## src/rtl/mem_arbiter.sv

```systemverilog
// Single-port memory arbiter: instruction fetch and data ports share one RAM.
// Data wins in IDLE unless the instruction port has waited STARVE_MAX data grants.
// Every access takes IDLE -> ACC (>=1 cycle) -> DONE, and the hit is a state decode.
module mem_arbiter #(
   parameter int unsigned STARVE_MAX = 4,
   parameter int unsigned TIMEOUT    = 15
) (
   input  logic        CLK,
   input  logic        nRST,
   input  logic        iREN,
   input  logic [31:0] iaddr,
   input  logic        dREN,
   input  logic        dWEN,
   input  logic [31:0] daddr,
   input  logic [31:0] dstore,
   output logic        ihit,
   output logic [31:0] iload,
   output logic        dhit,
   output logic [31:0] dload,
   output logic        ramREN,
   output logic        ramWEN,
   output logic [31:0] ramaddr,
   output logic [31:0] ramstore,
   input  logic [31:0] ramload,
   input  logic        ram_ready,
   output logic        err
);

   localparam logic [2:0] StIdle  = 3'd0;
   localparam logic [2:0] StIacc  = 3'd1;
   localparam logic [2:0] StDacc  = 3'd2;
   localparam logic [2:0] StIdone = 3'd3;
   localparam logic [2:0] StDdone = 3'd4;

   localparam logic [3:0]  StarveMax = 4'(STARVE_MAX);
   localparam logic [7:0]  WaitLast  = 8'(TIMEOUT - 1);
   localparam logic [31:0] BadLoad   = 32'hBAD1BAD1;

   logic [2:0]  state_q, state_d;
   logic [31:0] addr_q, addr_d;
   logic [31:0] store_q, store_d;
   logic        is_write_q, is_write_d;
   logic [3:0]  starve_q, starve_d;
   logic [7:0]  wait_q, wait_d;
   logic [31:0] iload_q, iload_d;
   logic [31:0] dload_q, dload_d;
   logic        err_q, err_d;

   logic data_req;
   assign data_req = dREN | dWEN;

   // Next-state: arbitration in IDLE, completion or timeout in the access states.
   always_comb begin
      state_d    = state_q;
      addr_d     = addr_q;
      store_d    = store_q;
      is_write_d = is_write_q;
      starve_d   = starve_q;
      wait_d     = wait_q;
      iload_d    = iload_q;
      dload_d    = dload_q;
      err_d      = err_q;
      case (state_q)
         StIdle: begin
            if (data_req && ((starve_q < StarveMax) || !iREN)) begin
               addr_d     = daddr;
               store_d    = dstore;
               is_write_d = dWEN;
               wait_d     = '0;
               state_d    = StDacc;
               // Only data grants that bypass a waiting fetch count toward starvation.
               if (!iREN) begin
                  starve_d = '0;
               end else if (starve_q < StarveMax) begin
                  starve_d = starve_q + 4'd1;
               end
            end else if (iREN) begin
               addr_d   = iaddr;
               starve_d = '0;
               wait_d   = '0;
               state_d  = StIacc;
            end
         end
         StIacc: begin
            if (ram_ready) begin
               iload_d = ramload;
               state_d = StIdone;
            end else if (wait_q == WaitLast) begin
               // Give up but still pulse the hit so the pipeline keeps moving.
               err_d   = 1'b1;
               iload_d = BadLoad;
               state_d = StIdone;
            end else begin
               wait_d = wait_q + 8'd1;
            end
         end
         StDacc: begin
            if (ram_ready) begin
               if (!is_write_q) dload_d = ramload;
               state_d = StDdone;
            end else if (wait_q == WaitLast) begin
               err_d = 1'b1;
               if (!is_write_q) dload_d = BadLoad;
               state_d = StDdone;
            end else begin
               wait_d = wait_q + 8'd1;
            end
         end
         StIdone, StDdone: state_d = StIdle;
         default:          state_d = StIdle;
      endcase
   end

   // State and datapath registers with asynchronous active-low reset.
   always_ff @(posedge CLK or negedge nRST) begin
      if (!nRST) begin
         state_q    <= StIdle;
         addr_q     <= '0;
         store_q    <= '0;
         is_write_q <= 1'b0;
         starve_q   <= '0;
         wait_q     <= '0;
         iload_q    <= '0;
         dload_q    <= '0;
         err_q      <= 1'b0;
      end else begin
         state_q    <= state_d;
         addr_q     <= addr_d;
         store_q    <= store_d;
         is_write_q <= is_write_d;
         starve_q   <= starve_d;
         wait_q     <= wait_d;
         iload_q    <= iload_d;
         dload_q    <= dload_d;
         err_q      <= err_d;
      end
   end

   // Strobes and hits decode the registered state, so reset drops them at once.
   assign ihit     = (state_q == StIdone);
   assign dhit     = (state_q == StDdone);
   assign ramREN   = (state_q == StIacc) || ((state_q == StDacc) && !is_write_q);
   assign ramWEN   = (state_q == StDacc) && is_write_q;
   assign ramaddr  = addr_q;
   assign ramstore = store_q;
   assign iload    = iload_q;
   assign dload    = dload_q;
   assign err      = err_q;

endmodule
```

## config.mk

```make
export PLATFORM = sky130hd
export DESIGN_NAME = mem_arbiter
export DESIGN_NICKNAME = d
export VERILOG_FILES = /design/src/rtl/mem_arbiter.sv
export SDC_FILE = /design/constraint.sdc
export NUM_CORES = 1
export LEC_CHECK = 0
export ABC_CLOCK_PERIOD_IN_PS = 1800
export BUFFER_PORTS_ARGS = -buffer_cell sky130_fd_sc_hd__buf_2
export CORE_UTILIZATION = 43
export DETAILED_ROUTE_END_ITERATION = 6
export PLACE_DENSITY = 0.85
export REMOVE_ABC_BUFFERS = 1
export SYNTH_ARGS = -nofsm -noshare
export SYNTH_HDL_FRONTEND = slang
export SYNTH_SLANG_ARGS = --single-unit
```

## constraint.sdc

```tcl
create_clock -name CLK -period 1.8 [get_ports CLK]
set_input_delay 0.09 -clock CLK [delete_from_list [all_inputs] [get_ports CLK]]
set_output_delay 0.09 -clock CLK [all_outputs]
set_load 0.02 [all_outputs]
```

## Yosys cells after proc, flatten, opt, wreduce, memory -nomap -nowiden

Index checks and enable logic that the tools add are counted.
Widths: inputs -> output; s select.

- Flip-flop bits (word level): 145
- Output and inout port bits: 133
- Logic and storage cells: 70

- $add $sub $neg: 2
- Magnitude comparators: 1
- Eq/ne operators: 11
- Multiplexer cells: 24
- Bitwise operators: 3
- Reduce and logical (&&, ||, !) cells: 20

Operators by type and width:

| kind | count |
|---|---|
| $mux 32 | 8 |
| $mux 8 | 4 |
| $mux 3 | 6 |
| $mux 4 | 4 |
| $pmux 8 s2 | 1 |
| $ne 3x3->1 const B | 4 |
| $reduce_and 3->1 | 4 |
| $pmux 3 s3 | 1 |
| $add 8x1->8 const B | 1 |
| $eq 8x4->1 const B | 1 |
| $eq 3x2->1 const B | 2 |
| $reduce_and 2->1 | 3 |
| $reduce_bool 2->1 | 3 |
| $add 4x1->4 const B | 1 |
| $lt 4x3->1 const B | 1 |
| $ne 2x2->1 const B | 2 |
| $reduce_and 4->1 | 1 |
| $eq 3x1->1 const B | 1 |
| $eq 3x3->1 const B | 1 |
| $logic_and 1x1->1 | 3 |
| $logic_not 3->1 | 1 |
| $logic_not 1->1 | 2 |
| $logic_or 1x1->1 | 2 |
| $not 1->1 | 2 |
| 2 further kinds | 2 |

## Logic depth before layout (Yosys ltp)

Gate-level depths: netlist of run 1.

- Depth after elaboration: 5
- Depth in mapped cells: 8

## Least setup slack after synthesis of run 1

No wires, ideal clock.

- Path type: register to register
- From: reg wait_q[0]
- To: reg iload_q[13] (netlist: iload[13])
- Arrival: 1.643 ns
- Data required time: 1.663 ns
- Setup slack: 0.019 ns
- Cell stages (with the launch flop): 9
- Period minus slack after synthesis: 1.781 ns
- Cells stage by stage: dfrtp_1 > inv_1 > ha_1 > and4bb_1 > a31o_2 > and2_1 > buf_2 > buf_4 > a2bb2oi_1

- Longest elaborated chain between the ends: 3

Ends and longest elaborated chain:

| what | line | source |
|---|---|---|
| start, declared | 44 | `logic [7:0] wait_q, wait_d;` |
| start signal, assigned | 132 | `wait_q <= wait_d;` |
| $eq 8x4->1 | 88 | `end else if (wait_q == WaitLast) begin` |
| $reduce_bool 2->1 (no line) | n/a |  |
| $reduce_and 2->1 (no line) | n/a |  |
| end signal, assigned | 133 | `iload_q <= iload_d;` |
| end, declared | 45 | `logic [31:0] iload_q, iload_d;` |

No other way between the ends.
A chain may end at the register's enable or synchronous reset.

## Worst setup path in the final report of run 1

- From: reg state_q[0]
- To: out ramREN

- Longest elaborated chain between the ends: 3
- Elaborated cells on any way between the ends: 4

Ends and longest elaborated chain:

| what | line | source |
|---|---|---|
| start, declared | 39 | `logic [2:0] state_q, state_d;` |
| start signal, assigned | 117 | `state_q <= StIdle;` |
| start signal, assigned | 127 | `state_q <= state_d;` |
| $eq 3x2->1 | 142 | `assign ramREN = (state_q == StIacc) \|\| ((state_q == StDacc) && !is_write_q);` |
| $logic_and 1x1->1 | 142 |  |
| $logic_or 1x1->1 (*) | 142 |  |
| end, declared | 20 | `output logic ramREN,` |

Mark *: on every way between the ends. The rest lies on a longest branch, timed or not.

==> metrics.yaml, run 1 <==
outcome:
  status: "finished, violations left"
  violations: "setup timing"
synth:
  yosysWarnings: 0
  syn-mean-instance-area_um2: 11.9
  synth_cell_types: 51
  synthesis.area_um2: 6090
  ys_seq_area_share_pct: 59.6
  yosysTopAreaCellShare_pct: 59.6
  yosysTopAreaCell: "dfrtp_1"
  synthTopCellsByArea: "dfrtp_1 (60%), mux2_2 (6.1%), a32o_1 (4.6%), nand2_1 (4.5%), a2bb2oi_1 (3.7%)"
  ys_ff_latch: 145
  synth_flop_cell: "dfrtp_1"
  synth_cells: 514
  synth_edf_count: 0
  async_reset_ff_share_pct: 100
sta:
  setup_tns_ps: -4.44
  layout_setup_ws_ps: -4.44
  fin_crit_ps: 1800
  hold_viol_final: 0
  setup_violations: 1
  fin_skew_ps: 9.33
  whs_ps: 15.1
  relSlewSlack_pct: 69.8
  post-route-period-util_pct: 100
  maxSlewViolCount: 0
  tightest_slew_ps: 453
  rsz0062_at_grt: "true"
  max_freq_ghz: 0.554
critical_path:
  cp_max_fo: 13
  endpoint_kind: "primary output"
  worstSetupPathType: "flop to primary output"
  required_ps: 1710
  cp-start-kind: "flop"
  crit_arrival_ps: 1710
grt:
  grt_pass1_wl_mm: 31.2
  grt_pass1_vias: 6249
  overflow: 0
  grt_max_degree: 66
  antenna_found_initial: 0
  track_usage_pct: 27.7
placed_design:
  place_hpwl_mm: 11.0
  place_congestion: 0.799
  portBuffers: 266
routing:
  top_layer_used: "met4"
  initialDrtViolationCount: 349
  dr.pass1.iters: 4
  dr_wl_met2_mm: 10.2
  drc: 0
  wl_per_cell_um: 18.4
  wirelength_met1_mm: 7.92
  ant_nets: 0
  viasPerCell: 5.43
  met3WireLength_mm: 1.62
  vias: 6099
  routed_wl_mm: 20.7
die:
  rows: 43
  die-area_um2: 14600
  start_util_pct: 44.1
  die_w_um: 121
  fp.dieH_um: 121
  core_um2: 13800
  pin_count: 267
power_and_ir_drop:
  power_mw: 17.8
  power_density_nw_per_um2: 1790
  p_leak_nw: 4.73
  ir_drop_v: 0.00126
final_layout:
  areaGrowthSynthToFinish_pct: 62.8
  n_fill_cell: 851
  antenna_cells: 0
  postLayoutCoreUtil_pct: 71.7
  regArea_um2: 3630
  multi_input_area_um2: 2340
  layout-drive-gt1-share_pct: 42.8
  final_nets: 1068
clock_network:
  htree_levels: 4
  cts_root_buf: "clkbuf_16"
  clock_path_buffers: 2
  clkSinkCount: 145
  cts_inserted_buffers: 17
  cts_tree: "done"
  clkTransAtPathRegs_ps: 60
  clock_latency_ps: 410
min_path:
  min_path_type: "input pin to flop"
job:
  max-cap-violations: 0
[placed cells by master (no fill, tap or decap), types with 2 or more instances in the layout]
cell / count
buf_2: 264
dfrtp_1: 145
dlygate4sd3_1: 130
nand2_1: 73
nor2_1: 40
a31oi_1: 34
mux2_2: 33
a32o_1: 28
buf_4: 26
a2bb2oi_1: 20
nor2b_1: 19
clkbuf_16: 18
a2bb2oi_2: 16
buf_12: 8
buf_6: 7
inv_1: 5
nand3_1: 5
inv_6: 5
a21oi_1: 3
o21ai_0: 3
and3_1: 3
o211ai_1: 3
bufinv_16: 3
nor2_4: 2
nor3_1: 2
o21ai_2: 2
and2_1: 2
a211o_1: 2
o31ai_1: 2
nand4b_1: 2
ha_1: 2
clkinv_2: 2
clkinv_4: 2
[synthesized netlist by cell type (all sizes together), types with 2 or more instances]
cell type and instances:
a31oi 35, o21ai 6, and2 3, o211ai 3, nand4b 2, inv 6
o31ai 2, nor3 4, or2 2, nand2 74, a32o 28, and3 3
buf 22, ha 3, mux2 33, nand3 5, clkbuf 17, a2bb2oi 36
a211o 2, dfrtp 145, nor2 42, nor2b 20, a21oi 3
[per-stage QoR]
step / cells / setup WS, ps / cell area, um2
after CTS: 1119 / -203 / 9760
after global routing: 1123 / -62.7 / 9920
after global placement: 954 / -106 / 7800
after detailed placement: 954 / -208 / 7800
final: 1123 / -4.44 / 9920
after floorplan: 475 / -1680 / 5890
[kinds of logic after synthesis]
| kind of cell | Yosys count | synth area share [%] |
|---|---|---|
| AND/OR/NAND/NOR | 163 | 12.5 |
| flip-flops | 145 | 59.6 |
| AO/OA/AOI/OAI | 123 | 17.3 |
| buffers and inverters | 45 | 3.68 |
| multiplexers | 34 | 6.26 |
| adder cells (fa/ha/maj) | 3 | 0.616 |
| XOR/XNOR | 1 | 0.144 |
[registers in the layout, summed over array words and instances, names as in the netlist]
signal and flops:
ramaddr 32, iload 32, err 1, state_q 3, starve_q 4, wait_q 8, ramstore 32, is_write_q 1
dload 32
[worst paths after layout]
kind / from / end / slack, ps / cells past startpoint
min reg2reg: err / err / 470 / 1
min in group asynchronous: nRST / iload[11] / 170 / 2
max: state_q[0] / ramREN / -4 / 5
min: ramload[27] / iload[27] / 20 / 3
max reg2reg: wait_q[1] / wait_q[7] / 20 / 6
max in group asynchronous: nRST / wait_q[0] / 1000 / 3
[layout make-up]
class | count | area share (%)
flip-flops and latches | 145 | 36.6
repair buffers | 437 | 31.2
multi-input cells | 324 | 23.6
clock buffers | 17 | 4.29
well taps | 180 | 2.27
clock inverters | 14 | 1.82
inverters | 6 | 0.227
[worst max-delay path: stages (launching register included)]
cell and delay (ps):
dfrtp_1 380, buf_4 170, and2_4 180, buf_8 150
or2_2 290, buf_6 140
[where the power goes]
group | switching (mW) | leakage [nW] | internal (mW)
logic | 4.78 | 2.72 | 3.54
registers | 0.994 | 1.71 | 4.82
clock network | 1.43 | 0.297 | 2.20
[what timing repair did]
| action | 4_1_cts | 5_1_grt |
|---|---|---|
| resized for setup | 4 | 26 |
| endpoints found under the setup margin | 55 | 111 |
| hold endpoints to repair | 211 | 0 |
| buffers inserted | 4 | 4 |
| hold buffers | 130 | 0 |
| pin swaps | 3 | 3 |
| cloned | 0 | 1 |
[per-layer routing]
metal  up-vias  GRT usage, %
met5         -             0
met4         0          16.8
met3        84          7.47
met2       347          46.3
met1      2975          31.7
li1       2693             -
(Power assumes the default switching activity.)
==> run 2: changes to the inputs <==
GPL_TIMING_DRIVEN = 0   (was default)
==> run 2 against run 1 <==
Net effect:
- the run ends with hold timing, setup timing left
- cell area about the same
- global-route usage rose by 0.42 points
- via count shrank 0.31%
- clock skew shrank 1.1 ps
- wire length shrank 0.26%
==> metrics.yaml, run 2 (synthesized netlist as in run 1, its figures left out) <==
clock_network:
  clkSinkCount: 145
  clkTransAtPathRegs_ps: 60
  cts_inserted_buffers: 17
  clock_path_buffers: 2
  cts_tree: "done"
  clock_latency_ps: 410
  htree_levels: 4
  cts_root_buf: "clkbuf_16"
final_layout:
  antenna_cells: 0
  layoutNonFillerInstCount: 1118
  final_common_cell: "buf_2"
  final_cell_mix: "buf_2 (263), dfrtp_1 (142), dlygate4sd3_1 (129)"
  final_area_um2: 9910
  areaGrowthSynthToFinish_pct: 62.7
  final_nets: 1062
  layout-drive-gt1-share_pct: 43.5
routing:
  wl_per_cell_um: 18.5
  initialDrtViolationCount: 292
  ant_nets: 0
  routed_wl_mm: 20.7
  dr.pass1.iters: 5
  vias: 6080
  drc: 0
  viasPerCell: 5.44
power_and_ir_drop:
  ir_drop_v: 0.00132
  power_density_nw_per_um2: 1810
  p_leak_nw: 4.69
critical_path:
  crit_path_cell_trace: "or3b_4 > nor2_4 > or2_2 > buf_4"
  rr_startpoint: "state_q[1]"
  required_ps: 1710
  crit_path_max_incr_delay_ps: 440
  worst_path_max_delay_cell: "dfrtp_2"
  critPathLaunch: "state_q[0]"
  cp-start-kind: "flop"
  crit_arrival_ps: 1760
  worstSetupPathType: "flop to primary output"
  cp_max_fo: 5
  endpoint_kind: "primary output"
sta:
  relSlewSlack_pct: 31.2
  tightest_slew_ps: 1020
  layout_setup_ws_ps: -53.6
  hold_viol_final: 1
  max_freq_ghz: 0.540
  maxSlewViolCount: 0
  setup_violations: 2
  rsz0062_at_grt: "true"
  whs_ps: -2.08
  fin_skew_ps: 8.24
  post-route-period-util_pct: 103
  fin_crit_ps: 1850
job:
  max-cap-violations: 0
placed_design:
  place_congestion: 0.741
  place_area_um2: 7530
  place_hpwl_mm: 10.2
  portBuffers: 266
  dp_cells: 924
die:
  core_um2: 13800
  die-area_um2: 14600
  rows: 43
  die_w_um: 121
  pin_count: 267
  fp.dieH_um: 121
  start_util_pct: 44.1
grt:
  grt_pass1_vias: 6353
  antenna_found_initial: 0
  track_usage_pct: 28.1
  grt_pass1_wl_mm: 31.5
  grt_max_degree: 79
  overflow: 0
outcome:
  violations: "hold timing, setup timing"
  status: "finished, violations left"
min_path:
  hold_start: "ramload[12]"
  min_path_type: "input pin to flop"
[run 2: cell types whose count changed in the layout (fill, tap and decap cells not counted), moves of 3 or more]
cell / delta
buf_6: -5
buf_12: -5
inv_6: -4
dfrtp_1: -3
dfrtp_2: +3
nor2_2: +3
[run 2: path summary, 6_finish.rpt]
check | slack (ps) | cells after the start | end
max in group asynchronous | 730 | 3 | state_q[0]
min | -2 | 3 | dload[12]
max | -50 | 4 | ramREN
min reg2reg | 470 | 1 | err
max reg2reg | -20 | 5 | wait_q[4]
min in group asynchronous | 260 | 2 | dload[6]
[run 2: cell type report]
type	instances	area [um2]
Tap cell	180	225
Multi-Input combinational cell	329	2440
Fill cell	815	3920
Inverter	6	22.5
Timing Repair Buffer	426	2940
Clock buffer	20	447
Clock inverter	12	205
Sequential cell	145	3630
[run 2: per-layer routing]
layer	wire length, um	vias up	track usage (%)
met4	738	0	15.5
met5	0	-	0
met2	10500	359	49.0
li1	-	2694	-
met1	7650	2960	31.2
met3	1730	67	7.38
[run 2: stage by stage]
step / power (mW) / utilization (%) / hold WS, ps / setup TNS, ps / setup WS, ps
after global placement: 12.4 / 53.9 / 321 / -408920 / -2770
after CTS: 17.5 / 70.7 / 1.80 / -82.6 / -82.6
after detailed placement: 12.8 / 54.4 / 138 / -128920 / -1810
after global routing: 18.8 / 71.7 / 3.78 / -252 / -93.4
after floorplan: 10.2 / - / -206 / -93110 / -1680
final: 17.9 / 71.7 / -2.08 / -68.9 / -53.6
[run 2: timing repair]
item / in CTS / in global routing
endpoints found under the setup margin: 143 / 44
buffers inserted: 22 / 6
cloned: 4 / 1
resized for setup: 29 / 13
pin swaps: 6 / 3
hold buffers: 129 / 0
hold endpoints to repair: 190 / 0
[run 2: power by group]
part	internal, mW	total (mW)	leakage [nW]	switching, mW
clock network	2.51	3.88	0.311	1.37
logic	3.44	8.21	2.67	4.77
registers	4.82	5.82	1.71	1.00
total	10.8	17.9	4.69	7.15
[run 2: worst max-delay path: cells and delay by family (launching register included)]
kind | cells | cell delay [ps]
simple gates | 3 | 770
buf+inv | 1 | 140
flops | 1 | 440
==> run 3: changes to the inputs <==
REMOVE_ABC_BUFFERS = default   (was 1)
==> run 3 against run 2 <==
Net effect:
- the flow finishes with violations (setup timing)
- sequential power barely moved
- sequential share of layout area fell by 0.56 points
- clock skew rose by 3.1 ps
- sequential cell count did not move
- fmax rose by 2.8%
- critical path depth rose by 2
- count of clock-buffer cells in the layout rose by 1
- final cell count rose by 2.8%
- first-iteration DRC count rose by 28%
- largest cell class unchanged
- highest routed layer unchanged
==> metrics.yaml, run 3 (synthesized netlist as in run 1, its figures left out) <==
grt:
  grt_max_degree: 76
  track_usage_pct: 30.1
  overflow: 0
  antenna_found_initial: 0
  grt_pass1_wl_mm: 33.4
  grt_pass1_vias: 6442
critical_path:
  endpoint_kind: "primary output"
  crit_arrival_ps: 1710
  reg2reg_slack_ps: 30
  cp_max_fo: 5
  worstSetupPathType: "flop to primary output"
  required_ps: 1710
  cp-start-kind: "flop"
sta:
  maxSlewViolCount: 0
  hold_viol_final: 0
  layout_setup_ws_ps: -3.31
  fin_crit_ps: 1800
  post-route-period-util_pct: 100
  rsz0062_at_grt: "true"
  relSlewSlack_pct: 55.2
  fin_skew_ps: 11.4
  setup_violations: 1
  setup_tns_ps: -3.31
  whs_ps: 17.1
  max_freq_ghz: 0.555
  tightest_slew_ps: 672
clock_network:
  htree_levels: 4
  clock_path_buffers: 2
  cts_root_buf: "clkbuf_16"
  clkTransAtPathRegs_ps: 60
  cts_tree: "done"
  clkSinkCount: 145
  cts_inserted_buffers: 17
  clock_latency_ps: 410
die:
  core_um2: 13800
  die_w_um: 121
  die-area_um2: 14600
  pin_count: 267
  start_util_pct: 44.1
  rows: 43
  fp.dieH_um: 121
min_path:
  min_path_type: "input pin to flop"
final_layout:
  areaGrowthSynthToFinish_pct: 65.1
  antenna_cells: 0
  layout-drive-gt1-share_pct: 43.7
  postLayoutCoreUtil_pct: 72.7
  final_cell_mix: "buf_2 (270), dfrtp_1 (144), dlygate4sd3_1 (130)"
  final_nets: 1093
  final_common_cell: "buf_2"
  layoutNonFillerInstCount: 1149
  final_area_um2: 10100
placed_design:
  place_congestion: 0.804
  portBuffers: 266
  place_hpwl_mm: 12.3
  place_area_um2: 7680
  pre_cts_ws_ps: -186
  dp_cells: 961
routing:
  top_layer_used: "met4"
  met3WireLength_mm: 1.83
  drc: 0
  wl_per_cell_um: 19.6
  initialDrtViolationCount: 373
  dr_wl_met2_mm: 11.4
  viasPerCell: 5.58
  dr.pass1.iters: 6
  routed_wl_mm: 22.6
  vias: 6415
  wirelength_met1_mm: 8.31
  ant_nets: 0
outcome:
  violations: "setup timing"
  status: "finished, violations left"
power_and_ir_drop:
  power_mw: 18.1
  power_density_nw_per_um2: 1800
  ir_drop_v: 0.000780
  p_leak_nw: 4.80
job:
  max-cap-violations: 0
synth:
  postSynthNetCount: 651
-- run 3: timing repair --
item,CTS,global route
resized for setup,38,39
pin swaps,6,7
buffers inserted,21,8
endpoints found under the hold margin,193,0
cloned,0,3
hold buffers,130,0
setup endpoints to repair,117,121
-- run 3: final timing paths --
kind                            cells past startpoint         end        from
worst max-delay path                                6      ramREN  state_q[1]
worst min-delay path                                3    dload[6]  ramload[6]
worst max register to register                      8   dload[27]   wait_q[1]
worst min register to register                      1         err         err
max in group asynchronous                           3  state_q[0]        nRST
min in group asynchronous                           2    dload[2]        nRST
-- run 3: layer usage --
metal	global-route usage, %	vias to the layer above
met5	0	-
met4	15.5	0
met2	52.3	439
met3	7.33	83
li1	-	2752
met1	34.1	3141
-- run 3: power breakdown --
group / switching [mW] / total, mW / internal, mW
combinational: 4.97 / 8.56 / 3.59
sequential: 1.02 / 5.84 / 4.82
clock: 1.39 / 3.66 / 2.27
-- run 3: cell type report --
class                      count  area (um2)
fill                         819        3770
timing repair buffer         429        2970
tap                          180         225
clock inverter                11         151
buffer                        33         233
multi-input combinational    324        2360
clock buffer                  21         460
inverter                       6        22.5
sequential                   145        3630
-- run 3: worst max-delay path: stages, from the launching register on --
cell and delay [ps]:
dfrtp_1 340, buf_6 110, or3b_4 400, nor2_4 140, buf_6 110, or2_4 100, buf_6 100
